[config.mk]
export PLATFORM = sky130hd
export DESIGN_NAME = boss_bullet_array_flat
export DESIGN_NICKNAME = d
export VERILOG_FILES = /design/src/rtl/boss_bullet_pkg.sv /design/src/rtl/boss_bullet_array_if.sv /design/src/rtl/bullet_slot.sv /design/src/rtl/boss_bullet_array.sv /design/src/flat_wrapper.sv
export SDC_FILE = /design/constraint.sdc
export NUM_CORES = 1
export LEC_CHECK = 0
export ABC_AREA = 0
export ABC_CLOCK_PERIOD_IN_PS = 4100
export CAP_MARGIN = 20
export CELL_PAD_IN_SITES_DETAIL_PLACEMENT = 0
export CELL_PAD_IN_SITES_GLOBAL_PLACEMENT = 1
export CORE_MARGIN = 5
export CORE_UTILIZATION = 41
export DETAILED_ROUTE_END_ITERATION = 10
export HOLD_SLACK_MARGIN = 0.03
export PLACE_DENSITY_LB_ADDON = 0.1
export SLEW_MARGIN = 25
export SYNTH_ARGS = -nofsm -noshare
export SYNTH_HDL_FRONTEND = slang
export SYNTH_SLANG_ARGS = --single-unit
[constraint.sdc]
create_clock -name clk22 -period 4.1 [get_ports clk22]
set_clock_uncertainty 0.05 [all_clocks]
set_input_delay 0.615 -clock clk22 [delete_from_list [all_inputs] [get_ports clk22]]
set_output_delay 0.615 -clock clk22 [all_outputs]
set_load 0.005 [all_outputs]
[src/rtl/boss_bullet_pkg.sv]
// Shared types and helpers for the boss bullet engine: FSM states, volley
// patterns and the velocity clamp used when a bullet is spawned.
package boss_bullet_pkg;

   typedef enum logic [1:0] {
      ST_IDLE     = 2'd0,
      ST_COOLDOWN = 2'd1,
      ST_VOLLEY   = 2'd2
   } state_t;

   typedef enum logic {
      PAT_FAN   = 1'b0,
      PAT_AIMED = 1'b1
   } pattern_t;

   localparam int VEL_W   = 5;
   localparam int VEL_MAX = 7;
   localparam int VEL_MIN = -8;

   function automatic logic signed [VEL_W-1:0] clip_vel(input int v);
      int c;
      if (v > VEL_MAX)      c = VEL_MAX;
      else if (v < VEL_MIN) c = VEL_MIN;
      else                  c = v;
      return c[VEL_W-1:0];
   endfunction

endpackage

[src/rtl/boss_bullet_array_if.sv]
// Bundle between boss/player logic, the bullet engine and the renderer.
// No handshake: every field is a level sampled once per clk22 tick.
interface boss_bullet_array_if
   import boss_bullet_pkg::*;
#(
   parameter int N_BULLET = 8,
   parameter int W        = 10
);
   logic                  gamestart;
   logic                  boss;
   logic                  pattern;
   logic [W-1:0]          reimux;
   logic [W-1:0]          reimuy;
   logic [W-1:0]          bossx;
   logic [W-1:0]          bossy;
   logic [N_BULLET-1:0]   bullet_valid;
   logic [N_BULLET*W-1:0] bullet_x;
   logic [N_BULLET*W-1:0] bullet_y;
   logic                  shot;
   logic [7:0]            hit_count;
   state_t                dbg_state;

   modport master (
      output gamestart, boss, pattern, reimux, reimuy, bossx, bossy,
      input  bullet_valid, bullet_x, bullet_y, shot, hit_count, dbg_state
   );

   modport slave (
      input  gamestart, boss, pattern, reimux, reimuy, bossx, bossy,
      output bullet_valid, bullet_x, bullet_y, shot, hit_count, dbg_state
   );
endinterface

[src/rtl/bullet_slot.sv]
// One bullet slot: spawn load, hit test against the player hitbox,
// despawn off the top/bottom edge, wall bounce and motion.
module bullet_slot
   import boss_bullet_pkg::*;
#(
   parameter int W      = 10,
   parameter int XMIN   = 30,
   parameter int XMAX   = 410,
   parameter int YMIN   = 8,
   parameter int YMAX   = 472,
   parameter int HIT_HX = 11,
   parameter int HIT_HY = 11
)(
   input  logic                    i_clk,
   input  logic                    i_clr,
   input  logic                    i_spawn,
   input  logic [W-1:0]            i_spawn_x,
   input  logic [W-1:0]            i_spawn_y,
   input  logic signed [VEL_W-1:0] i_spawn_dx,
   input  logic signed [VEL_W-1:0] i_spawn_dy,
   input  logic [W-1:0]            i_px,
   input  logic [W-1:0]            i_py,
   output logic                    o_valid,
   output logic [W-1:0]            o_x,
   output logic [W-1:0]            o_y,
   output logic                    o_hit
);
   localparam logic [W-1:0]        L_XMIN = W'(XMIN);
   localparam logic [W-1:0]        L_XMAX = W'(XMAX);
   localparam logic [W-1:0]        L_YMIN = W'(YMIN);
   localparam logic [W-1:0]        L_YMAX = W'(YMAX);
   localparam logic signed [W:0]   L_HX   = (W+1)'(HIT_HX);
   localparam logic signed [W:0]   L_HY   = (W+1)'(HIT_HY);

   logic                    r_valid;
   logic [W-1:0]            r_x, r_y;
   logic signed [VEL_W-1:0] r_dx, r_dy;
   logic signed [W:0]       w_ddx, w_ddy, w_adx, w_ady;
   logic                    w_hit, w_off, w_bounce;
   logic signed [VEL_W-1:0] w_dx;

   // Differences are one bit wider than coordinates so a player near 0 cannot wrap.
   assign w_ddx = $signed({1'b0, r_x}) - $signed({1'b0, i_px});
   assign w_ddy = $signed({1'b0, r_y}) - $signed({1'b0, i_py});
   assign w_adx = w_ddx[W] ? -w_ddx : w_ddx;
   assign w_ady = w_ddy[W] ? -w_ddy : w_ddy;

   assign w_hit    = r_valid && (w_adx < L_HX) && (w_ady < L_HY);
   assign w_off    = (r_y > L_YMAX) || (r_y < L_YMIN);
   assign w_bounce = ((r_x < L_XMIN) && r_dx[VEL_W-1]) ||
                     ((r_x > L_XMAX) && !r_dx[VEL_W-1] && (r_dx != '0));
   assign w_dx     = w_bounce ? -r_dx : r_dx;

   always_ff @(posedge i_clk) begin
      if (i_clr) begin
         r_valid <= 1'b0;
         r_x     <= '0;
         r_y     <= '0;
         r_dx    <= '0;
         r_dy    <= '0;
      end else if (i_spawn) begin
         r_valid <= 1'b1;
         r_x     <= i_spawn_x;
         r_y     <= i_spawn_y;
         r_dx    <= i_spawn_dx;
         r_dy    <= i_spawn_dy;
      end else if (r_valid) begin
         if (w_hit || w_off) begin
            r_valid <= 1'b0;
         end else begin
            r_dx <= w_dx;
            r_x  <= r_x + {{(W-VEL_W){w_dx[VEL_W-1]}}, w_dx};
            r_y  <= r_y + {{(W-VEL_W){r_dy[VEL_W-1]}}, r_dy};
         end
      end
   end

   assign o_valid = r_valid;
   assign o_x     = r_x;
   assign o_y     = r_y;
   assign o_hit   = w_hit;
endmodule

[src/rtl/boss_bullet_array.sv]
// Boss bullet engine top: volley FSM, lowest-free-slot spawn select,
// N_BULLET bullet slots, registered shot pulse and saturating hit counter.
module boss_bullet_array
   import boss_bullet_pkg::*;
#(
   parameter int N_BULLET    = 8,
   parameter int W           = 10,
   parameter int FIRE_PERIOD = 16,
   parameter int VOLLEY_LEN  = 8,
   parameter int XMIN        = 30,
   parameter int XMAX        = 410,
   parameter int YMIN        = 8,
   parameter int YMAX        = 472,
   parameter int HIT_HX      = 11,
   parameter int HIT_HY      = 11,
   parameter int SPAWN_DY    = 16
)(
   input logic                clk22,
   input logic                rst,
   boss_bullet_array_if.slave bus
);
   localparam int               CNT_W      = $clog2(FIRE_PERIOD);
   localparam int               K_W        = (VOLLEY_LEN > 1) ? $clog2(VOLLEY_LEN) : 1;
   localparam logic [CNT_W-1:0] L_CNT_LOAD = CNT_W'(FIRE_PERIOD - 1);
   localparam logic [K_W-1:0]   L_K_LAST   = K_W'(VOLLEY_LEN - 1);

   state_t                  r_state, w_state_nxt;
   pattern_t                r_pattern, w_pattern_nxt;
   logic [CNT_W-1:0]        r_cnt, w_cnt_nxt;
   logic [K_W-1:0]          r_k, w_k_nxt;
   logic                    w_clr, w_spawn_en;
   logic [N_BULLET-1:0]     w_valid, w_hit, w_free, w_spawn_oh;
   logic [N_BULLET*W-1:0]   w_x, w_y;
   logic signed [W:0]       w_aim_diff, w_aim_sh;
   logic signed [VEL_W-1:0] w_vel_dx, w_vel_dy;
   logic [W-1:0]            w_spawn_y;
   logic                    r_shot;
   logic [7:0]              r_hit_count;

   // Dropping the boss phase wipes the field just like a reset, but keeps the score.
   assign w_clr = rst || bus.gamestart || !bus.boss;

   always_ff @(posedge clk22) begin
      if (w_clr) begin
         r_state   <= ST_IDLE;
         r_cnt     <= '0;
         r_k       <= '0;
         r_pattern <= PAT_FAN;
      end else begin
         r_state   <= w_state_nxt;
         r_cnt     <= w_cnt_nxt;
         r_k       <= w_k_nxt;
         r_pattern <= w_pattern_nxt;
      end
   end

   always_comb begin
      w_state_nxt   = r_state;
      w_cnt_nxt     = r_cnt;
      w_k_nxt       = r_k;
      w_pattern_nxt = r_pattern;
      case (r_state)
         ST_IDLE: begin
            if (bus.boss) begin
               w_state_nxt = ST_COOLDOWN;
               w_cnt_nxt   = L_CNT_LOAD;
            end
         end
         ST_COOLDOWN: begin
            if (r_cnt == '0) begin
               w_state_nxt   = ST_VOLLEY;
               w_pattern_nxt = pattern_t'(bus.pattern);
               w_k_nxt       = '0;
            end else begin
               w_cnt_nxt = r_cnt - 1'b1;
            end
         end
         ST_VOLLEY: begin
            if (r_k == L_K_LAST) begin
               w_state_nxt = ST_COOLDOWN;
               w_cnt_nxt   = L_CNT_LOAD;
            end else begin
               w_k_nxt = r_k + 1'b1;
            end
         end
         default: w_state_nxt = ST_IDLE;
      endcase
   end

   always_comb begin
      w_spawn_en = (r_state == ST_VOLLEY);
   end

   // Lowest free slot from registered valids; a slot freed this tick stays busy until next.
   assign w_free     = ~w_valid;
   assign w_spawn_oh = w_spawn_en ? (w_free & (~w_free + N_BULLET'(1))) : '0;

   assign w_aim_diff = $signed({1'b0, bus.reimux}) - $signed({1'b0, bus.bossx});
   assign w_aim_sh   = w_aim_diff >>> 4;
   assign w_vel_dx   = (r_pattern == PAT_AIMED) ? clip_vel(int'(w_aim_sh))
                                                : clip_vel(int'(r_k) - N_BULLET / 2);
   assign w_vel_dy   = (r_pattern == PAT_AIMED) ? 5'sd6 : 5'sd4;
   assign w_spawn_y  = bus.bossy + W'(SPAWN_DY);

   for (genvar g = 0; g < N_BULLET; g++) begin : g_slot
      bullet_slot #(
         .W(W), .XMIN(XMIN), .XMAX(XMAX), .YMIN(YMIN), .YMAX(YMAX),
         .HIT_HX(HIT_HX), .HIT_HY(HIT_HY)
      ) u_slot (
         .i_clk      (clk22),
         .i_clr      (w_clr),
         .i_spawn    (w_spawn_oh[g]),
         .i_spawn_x  (bus.bossx),
         .i_spawn_y  (w_spawn_y),
         .i_spawn_dx (w_vel_dx),
         .i_spawn_dy (w_vel_dy),
         .i_px       (bus.reimux),
         .i_py       (bus.reimuy),
         .o_valid    (w_valid[g]),
         .o_x        (w_x[g*W +: W]),
         .o_y        (w_y[g*W +: W]),
         .o_hit      (w_hit[g])
      );
   end

   always_ff @(posedge clk22) begin
      if (rst || bus.gamestart) begin
         r_shot      <= 1'b0;
         r_hit_count <= '0;
      end else if (!bus.boss) begin
         r_shot <= 1'b0;
      end else begin
         r_shot <= |w_hit;
         if ((|w_hit) && (r_hit_count != 8'hFF)) r_hit_count <= r_hit_count + 8'd1;
      end
   end

   assign bus.bullet_valid = w_valid;
   assign bus.bullet_x     = w_x;
   assign bus.bullet_y     = w_y;
   assign bus.shot         = r_shot;
   assign bus.hit_count    = r_hit_count;
   assign bus.dbg_state    = r_state;
endmodule

[src/flat_wrapper.sv]
// flat-port wrapper written by rule: the top's interface ports become plain ports
module boss_bullet_array_flat import boss_bullet_pkg::*;
#(
   parameter int N_BULLET    = 8,
   parameter int W           = 10,
   parameter int FIRE_PERIOD = 16,
   parameter int VOLLEY_LEN  = 8,
   parameter int XMIN        = 30,
   parameter int XMAX        = 410,
   parameter int YMIN        = 8,
   parameter int YMAX        = 472,
   parameter int HIT_HX      = 11,
   parameter int HIT_HY      = 11,
   parameter int SPAWN_DY    = 16
)
  (clk22, rst, bus_gamestart, bus_boss, bus_pattern, bus_reimux, bus_reimuy, bus_bossx, bus_bossy, bus_bullet_valid, bus_bullet_x, bus_bullet_y, bus_shot, bus_hit_count, bus_dbg_state);
  boss_bullet_array_if #(.N_BULLET(N_BULLET), .W(W)) bus_i ();
  input logic clk22;
  input logic rst;
  input wire logic [$bits(bus_i.gamestart)-1:0] bus_gamestart;
  input wire logic [$bits(bus_i.boss)-1:0] bus_boss;
  input wire logic [$bits(bus_i.pattern)-1:0] bus_pattern;
  input wire logic [$bits(bus_i.reimux)-1:0] bus_reimux;
  input wire logic [$bits(bus_i.reimuy)-1:0] bus_reimuy;
  input wire logic [$bits(bus_i.bossx)-1:0] bus_bossx;
  input wire logic [$bits(bus_i.bossy)-1:0] bus_bossy;
  output wire logic [$bits(bus_i.bullet_valid)-1:0] bus_bullet_valid;
  output wire logic [$bits(bus_i.bullet_x)-1:0] bus_bullet_x;
  output wire logic [$bits(bus_i.bullet_y)-1:0] bus_bullet_y;
  output wire logic [$bits(bus_i.shot)-1:0] bus_shot;
  output wire logic [$bits(bus_i.hit_count)-1:0] bus_hit_count;
  output wire logic [$bits(bus_i.dbg_state)-1:0] bus_dbg_state;
  assign bus_i.gamestart = bus_gamestart;
  assign bus_i.boss = bus_boss;
  assign bus_i.pattern = bus_pattern;
  assign bus_i.reimux = bus_reimux;
  assign bus_i.reimuy = bus_reimuy;
  assign bus_i.bossx = bus_bossx;
  assign bus_i.bossy = bus_bossy;
  assign bus_bullet_valid = bus_i.bullet_valid;
  assign bus_bullet_x = bus_i.bullet_x;
  assign bus_bullet_y = bus_i.bullet_y;
  assign bus_shot = bus_i.shot;
  assign bus_hit_count = bus_i.hit_count;
  assign bus_dbg_state = bus_i.dbg_state;
  boss_bullet_array #(.N_BULLET(N_BULLET), .W(W), .FIRE_PERIOD(FIRE_PERIOD), .VOLLEY_LEN(VOLLEY_LEN), .XMIN(XMIN), .XMAX(XMAX), .YMIN(YMIN), .YMAX(YMAX), .HIT_HX(HIT_HX), .HIT_HY(HIT_HY), .SPAWN_DY(SPAWN_DY)) u_core (.clk22(clk22), .rst(rst), .bus(bus_i));
endmodule
## After elaboration in Yosys (flattened, before gate mapping)

Cells that the tools add are included.

- Register bits after elaboration: 267
- Bits of input ports: 45
- Word-level logic and storage cells: 431

- $add $sub $neg: 63
- $lt $le $gt $ge: 52
- Equal/unequal tests: 17
- Muxes and demuxes: 138
- Bitwise operators: 4
- Reduce and logical (&&, ||, !) cells: 111

Operators by type and width:

| kind | count |
|---|---|
| two-way mux 10 bit | 48 |
| subtractor 10 x 10 -> 11 bit | 17 |
| two-way mux 5 bit | 37 |
| less-than comparator 11 x 5 -> 1 bit, second input constant | 16 |
| two-way mux 11 bit | 16 |
| negator 11 bit | 16 |
| adder 10 bit | 16 |
| > comparator 10 x 9 -> 1 bit, second input constant | 16 |
| less-than comparator 10 x 4 -> 1 bit, second input constant | 8 |
| less-than comparator 10 x 5 -> 1 bit, second input constant | 8 |
| logical AND 1 bit | 41 |
| negator 5 bit | 8 |
| nonzero test 5 bit | 8 |
| logical OR 1 bit | 26 |
| two-way mux 1 bit | 24 |
| AND reduction 2 bit | 10 |
| != test 2 x 1 -> 1 bit, second input constant | 9 |
| nonzero test 2 bit | 9 |
| adder 8 x 1 -> 8 bit, second input constant | 2 |
| NOT 8 bit | 2 |
| two-way mux 4 bit | 3 |
| one-hot mux 4 bit (3 select lines) | 1 |
| adder 10 x 5 -> 10 bit, second input constant | 1 |
| logical NOT 1 bit | 9 |
| other kinds (26) | 34 |

## Logic depth before layout (Yosys ltp)

- Depth after elaboration: 10
- Gate-level depth with buffers: 21
- Gate-level depth less buffers: 20

## Hierarchy

From an unflattened synthesis, not the netlist that was laid out.

- Cells, all modules: 4246
- Area, all modules: 32553.7 um2

By module, submodules not included:

| module | times used | cells an instance | area each (um2) | seq. area each (um2) |
|---|---|---|---|---|
| bullet_slot (u_core.g_slot[1].u_slot ...) | 6 | 496 | 3811.2 | 620.6 |
| bullet_slot (u_core.g_slot[0].u_slot) | 1 | 550 | 4116.4 | 620.6 |
| bullet_slot (u_core.g_slot[4].u_slot) | 1 | 523 | 4026.4 | 620.6 |
| boss_bullet_array | 1 | 197 | 1544.0 | 380.4 |

## Worst setup path before layout

OpenSTA, ideal clock, no wires.

- Path kind: input-to-reg
- Start point: in bus_reimuy[1]
- End point: reg u_core.r_hit_count[6] (netlist: u_core.bus.hit_count[6])
- Data arrival time: 4.300 ns
- Data required time: 3.935 ns
- Setup slack: -0.365 ns
- Stages on the path: 17
- Cell sequence: inv_1 fa_1 inv_1 ha_1 and4b_1 nand3_1 nor3b_1 a211oi_1 mux2_2 a32oi_1 a2111oi_0 a31oi_1 nor2_1 nor3_1 a31oi_4 and3_1 o21a_1

- Cells in the longest elaborated chain, start to end: 8

RTL lines:

| what | RTL line | text |
|---|---|---|
| start: declaration | flat_wrapper.sv:24 | `input wire logic [$bits(bus_i.reimuy)-1:0] bus_reimuy;` |
| subtractor 10 x 10 -> 11 bit | bullet_slot.sv:44 | `assign w_ddy = $signed({1'b0, r_y}) - $signed({1'b0, i_py});` |
| negator 11 bit | bullet_slot.sv:46 | `assign w_ady = w_ddy[W] ? -w_ddy : w_ddy;` |
| two-way mux 11 bit | bullet_slot.sv:46 |  |
| less-than comparator 11 x 5 -> 1 bit | bullet_slot.sv:48 | `assign w_hit = r_valid && (w_adx < L_HX) && (w_ady < L_HY);` |
| logical AND 1 bit | bullet_slot.sv:48 |  |
| OR reduction 8 bit (*) | boss_bullet_array.sv:134 | `if ((\|w_hit) && (r_hit_count != 8'hFF)) r_hit_count <= r_hit_count + 8'd1;` |
| logical AND 1 bit (*) | boss_bullet_array.sv:134 |  |
| AND reduction 2 bit (no line) (*) | n/a |  |
| end signal: assignment | boss_bullet_array.sv:134 |  |
| end: declaration | boss_bullet_array.sv:38 | `logic [7:0] r_hit_count;` |

Every way passes the cells marked *; elsewhere a longest branch is shown, timed or not.
A chain may end at the register's enable or synchronous reset.

## Final worst setup path

- Start point: in bus_reimux[1]
- End point: reg u_core.r_hit_count[3] (netlist: u_core.bus.hit_count[3])

- Cells in the longest elaborated chain, start to end: 9

RTL lines:

| what | RTL line | text |
|---|---|---|
| start: declaration | flat_wrapper.sv:23 | `input wire logic [$bits(bus_i.reimux)-1:0] bus_reimux;` |
| subtractor 10 x 10 -> 11 bit | bullet_slot.sv:43 | `assign w_ddx = $signed({1'b0, r_x}) - $signed({1'b0, i_px});` |
| negator 11 bit | bullet_slot.sv:45 | `assign w_adx = w_ddx[W] ? -w_ddx : w_ddx;` |
| two-way mux 11 bit | bullet_slot.sv:45 |  |
| less-than comparator 11 x 5 -> 1 bit | bullet_slot.sv:48 |  |
| logical AND 1 bit (2 in series) | bullet_slot.sv:48 |  |
| OR reduction 8 bit (*) | boss_bullet_array.sv:134 |  |
| logical AND 1 bit (*) | boss_bullet_array.sv:134 |  |
| AND reduction 2 bit (no line) (*) | n/a |  |

Marks and branches as above.

==> impl_metrics.sql <==
INSERT INTO impl_metrics (metric_group, metric, value, unit) VALUES
('run_status', 'run_status', 'finished with violations', ''),
('run_status', 'violated_checks', 'setup timing', ''),
('setup_path', 'timing.critical_path.buf_inv', '8', ''),
('power', 'pwr_per_cell_area', '174', 'nW/um2'),
('detailed_routing', 'route.antenna.remaining_nets', '0', ''),
('timing', 'slew_headroom', '0.387', ''),
('grt', 'grt_pass1_wl', '172', 'mm'),
('worst_hold_path', 'min-delay-path-class', 'reg2reg', ''),
('grt', 'first_global_vias', '31504', ''),
('timing', 'finalWorstSetupSlack', '-79.5', 'ps'),
('clock_network', 'clock-root-buffer', 'sky130_fd_sc_hd__clkbuf_16', ''),
('final_layout', 'areaGrowthSynthToFinish', '51.3', '%'),
('final_layout', 'fillCellCount', '5876', ''),
('setup_path', 'critical_path.endpoint', 'u_core.bus.hit_count[3]', ''),
('final_layout', 'layout.cell_area.non_filler', '41600', 'um2'),
('detailed_routing', 'route.detailed.wl_per_inst', '20.6', 'um'),
('detailed_routing', 'drtIter0Drc', '2256', ''),
('detailed_routing', 'detailedRoute.firstPassIterationCount', '6', ''),
('clock_network', 'clock_tree.buffer_depth', '3', ''),
('final_layout', 'footprint_of_the_multi_input_gates', '23400', 'um2'),
('floorplanning', 'die_height', '269', 'um'),
('logic_synthesis', 'synthArstFlopShare', '0', ''),
('setup_path', 'critPathMaxStageDelay', '360', 'ps'),
('setup_path', 'critical_path.cell_chain', 'buf_6 -> clkinvlp_4 -> buf_12 -> buf_12 -> buf_6 -> fa_2 -> a21o_1 -> buf_4 -> a21oi_4 -> xnor2_2 -> or3_1 -> mux2i_1 -> a31oi_2 -> a211oi_2 -> nand3_1 -> a22oi_2 -> buf_4 -> nor3_4 -> a31oi_4 -> buf_6 -> a21oi_2 -> a31o_2', ''),
('power', 'peakVddDrop', '0.205', 'mV'),
('logic_synthesis', 'yosys_register_bits', '243', ''),
('place', 'placed_cell_area', '37100', 'um2'),
('timing', 'finalCritPeriodShare', '1.02', ''),
('clock_network', 'insertion_delay', '570', 'ps'),
('floorplanning', 'floorplan.initialDensity', '0.411', ''),
('setup_path', 'critPathLaunchType', 'input pin', ''),
('grt', 'grt_start_max_net_pins', '65', ''),
('logic_synthesis', 'synth.avg_cell_area', '7.55', 'um2'),
('logic_synthesis', 'ys_dominant_reg_cell', 'sky130_fd_sc_hd__dfxtp_1', ''),
('detailed_routing', 'drcViolationCount', '0', ''),
('place', 'gp_congestion', '0.954', ''),
('place', 'port_buffers', '223', ''),
('setup_path', 'setup.reg_to_reg.worst_slack', '-50', 'ps'),
('setup_path', 'timing.critical_path.required', '4510', 'ps'),
('setup_path', 'critical_path_arrival', '4590', 'ps'),
('final_layout', 'finish.utilization', '0.623', ''),
('floorplanning', 'die_w', '269', 'um'),
('final_layout', 'seqCellArea', '4880', 'um2'),
('clock_network', 'tritoncts_clock_tree', 'built', ''),
('power', 'cellLeakagePower', '17.9', 'nW'),
('setup_path', 'timing.rr.start', 'u_core.g_slot[5].u_slot.o_y[0]', ''),
('timing', 'worst-slew-pin-transition', '917', 'ps'),
('setup_path', 'crit-reg2reg-capture', 'u_core.g_slot[5].u_slot.r_dx[2]', ''),
('floorplanning', 'std_cell_rows', '95', ''),
('detailed_routing', 'drt-vias-per-instance', '5.78', ''),
('grt', 'antenna_found_initial', '1', ''),
('timing', 'rsz_0062_raised_after_global_routing', 'yes', ''),
('timing', 'slew_violations', '0', ''),
('timing', 'report.final.hold_viol_count', '0', ''),
('timing', 'worst_hold_slack', '411', 'ps'),
('detailed_routing', 'postRouteWirelength', '116', 'mm'),
('logic_synthesis', 'syn-num-nets', '4016', ''),
('run', 'cap_violations', '0', ''),
('logic_synthesis', 'synth_cells', '3641', ''),
('timing', 'timing.fmax', '239', 'MHz'),
('timing', 'setup-violations-final', '30', ''),
('clock_network', 'number_of_h_tree_branching_levels', '2', ''),
('final_layout', 'design.final.nets', '5090', ''),
('clock_network', 'cts_hold_repair.buffers', '0', ''),
('setup_path', 'critical_path.endpoint_type', 'register', ''),
('clock_network', 'cts_inserted_buffers', '34', ''),
('logic_synthesis', 'synth_edf_count', '0', ''),
('place', 'dp.final_hpwl', '87.3', 'mm'),
('logic_synthesis', 'synth_seq_area_share', '0.177', ''),
('setup_path', 'timing.critical_path.mode_cell', 'sky130_fd_sc_hd__buf_6', ''),
('logic_synthesis', 'netlist-cell-type-count', '114', '');
==> worst register-to-register path, cell delays in order, from the launching register on <==
cell	delay [ps]
sky130_fd_sc_hd__dfxtp_2	320
sky130_fd_sc_hd__inv_2	60
sky130_fd_sc_hd__ha_4	130
sky130_fd_sc_hd__inv_2	40
sky130_fd_sc_hd__fa_2	350
sky130_fd_sc_hd__buf_4	170
sky130_fd_sc_hd__a21oi_1	190
sky130_fd_sc_hd__o21ai_0	130
sky130_fd_sc_hd__a211oi_2	380
sky130_fd_sc_hd__nor2_2	110
sky130_fd_sc_hd__a2111o_1	430
sky130_fd_sc_hd__a2111oi_4	380
sky130_fd_sc_hd__a31oi_2	70
sky130_fd_sc_hd__buf_6	150
sky130_fd_sc_hd__o21ba_4	240
sky130_fd_sc_hd__nor2_4	380
sky130_fd_sc_hd__clkbuf_16	300
sky130_fd_sc_hd__a22oi_2	70
sky130_fd_sc_hd__a21oi_1	120
==> layout by cell type (no fill, tap or decap), drive strengths merged, types with 28 or more instances in the layout <==
cell type and count:
and3 32, a21o 93, o21bai 44, a31oi 56
nor4 39, o211ai 30, a21oi 349, nor3 100
clkbuf 59, clkdlybuf4s50 206, nand2b 33, and2 30
xnor2 120, a221oi 58, o21a 43, mux2i 39
nand3 69, nand4 28, ha 298, inv 214
buf 959, nor2 390, nand2 298, nor2b 47
a22oi 81, or3 38, a211oi 52, xor2 99
o21ai 165, dfxtp 243, fa 32
==> through the flow <==
stage / std cells / power (mW)
5_1_grt: 5612 / 7.50
3_5_place_dp: 5446 / 4.03
4_1_cts: 5564 / 7.17
6_report: 5613 / 7.25
3_3_place_gp: 5446 / 3.99
2_1_floorplan: 3641 / 3.25
==> area by class of cell <==
| class | instances | share of cell area |
|---|---|---|
| multi-input cells | 3034 | 0.563 |
| clock buffers | 50 | 0.0238 |
| flip-flops and latches | 243 | 0.117 |
| diodes | 1 | 0.0000602 |
| repair buffers | 1183 | 0.246 |
| inverters | 219 | 0.0207 |
| clock inverters | 10 | 0.00310 |
| well taps | 873 | 0.0263 |
==> routing by layer <==
metal | up-vias | track usage | part of all wire
li1 | 15660 | - | -
met1 | 15514 | 0.390 | 0.44
met3 | 244 | 0.0328 | 0.060
met2 | 1051 | 0.500 | 0.46
met5 | - | 0 | 0
met4 | 0 | 0.109 | 0.045
==> power breakdown <==
part	total, mW	internal (mW)	switching (mW)	leakage [nW]
Clock	3.05	1.81	1.24	0.547
Combinational	1.83	0.878	0.955	15.4
Sequential	2.37	2.36	0.00420	1.96
Total	7.25	5.05	2.20	17.9
==> sequential cells by signal (all words and copies together), names as in the netlist <==
signal and cells:
u_core.bus.dbg_state 2, u_core.bus.hit_count 8, u_core.bus.shot 1, u_core.g_slot.u_slot.o_valid 8, u_core.g_slot.u_slot.o_x 80, u_core.g_slot.u_slot.o_y 80
u_core.g_slot.u_slot.r_dx 40, u_core.g_slot.u_slot.r_dy 16, u_core.r_cnt 4, u_core.r_k 3, u_core.r_pattern 1
==> synth_stat cells (33+ instances only) <==
master	number	area [um2]
sky130_fd_sc_hd__mux2i_1	39	390
sky130_fd_sc_hd__a22oi_1	79	593
sky130_fd_sc_hd__a31oi_1	52	325
sky130_fd_sc_hd__ha_1	298	3730
sky130_fd_sc_hd__nor3_1	100	500
sky130_fd_sc_hd__o21a_1	43	323
sky130_fd_sc_hd__nand2_1	298	1120
sky130_fd_sc_hd__o21ai_0	150	751
sky130_fd_sc_hd__or3_1	37	231
sky130_fd_sc_hd__o21bai_1	44	330
sky130_fd_sc_hd__nor4_1	39	244
sky130_fd_sc_hd__dfxtp_1	243	4860
sky130_fd_sc_hd__xor2_1	97	850
sky130_fd_sc_hd__inv_1	219	822
sky130_fd_sc_hd__nor2b_1	47	294
sky130_fd_sc_hd__nand2b_1	33	206
sky130_fd_sc_hd__clkbuf_1	83	312
sky130_fd_sc_hd__xnor2_1	119	1040
sky130_fd_sc_hd__nand3_1	69	345
sky130_fd_sc_hd__a21oi_1	346	1730
sky130_fd_sc_hd__a211oi_1	45	338
sky130_fd_sc_hd__nor2_1	383	1440
sky130_fd_sc_hd__a21o_1	93	698
sky130_fd_sc_hd__a221oi_1	57	499
==> cells by family after synthesis <==
logic type / after synthesis / share of synthesized area
compound gates: 1200 / 0.298
xor+xnor: 220 / 0.0714
fa+ha+maj: 330 / 0.159
buf+inv: 364 / 0.0559
flops: 243 / 0.177
mux: 56 / 0.0212
simple gates: 1228 / 0.218
==> timing repair <==
item	CTS	global route
resized for setup	217	357
endpoints found under the hold margin	0	0
pin swaps	88	179
endpoints found under the setup margin	193	189
buffers inserted	58	44
cloned	2	7
==> how the worst min path moves through the flow <==
stage | slack, ps | from | cells past startpoint | to
after floorplan | 390 | u_core.g_slot[0].u_slot.r_dy[1] | 2 | u_core.g_slot[0].u_slot.r_dy[1]
after global placement | 400 | u_core.g_slot[2].u_slot.r_dy[1] | 2 | u_core.g_slot[2].u_slot.r_dy[1]
after detailed placement | 400 | u_core.g_slot[2].u_slot.r_dy[1] | 2 | u_core.g_slot[2].u_slot.r_dy[1]
after CTS | 410 | u_core.g_slot[2].u_slot.r_dy[1] | 2 | u_core.g_slot[2].u_slot.r_dy[1]
after global routing | 430 | u_core.g_slot[2].u_slot.r_dy[1] | 2 | u_core.g_slot[2].u_slot.r_dy[1]
final | 410 | u_core.g_slot[2].u_slot.r_dy[1] | 2 | u_core.g_slot[2].u_slot.r_dy[1]
Note: power is estimated with default switching activity, not from simulation.
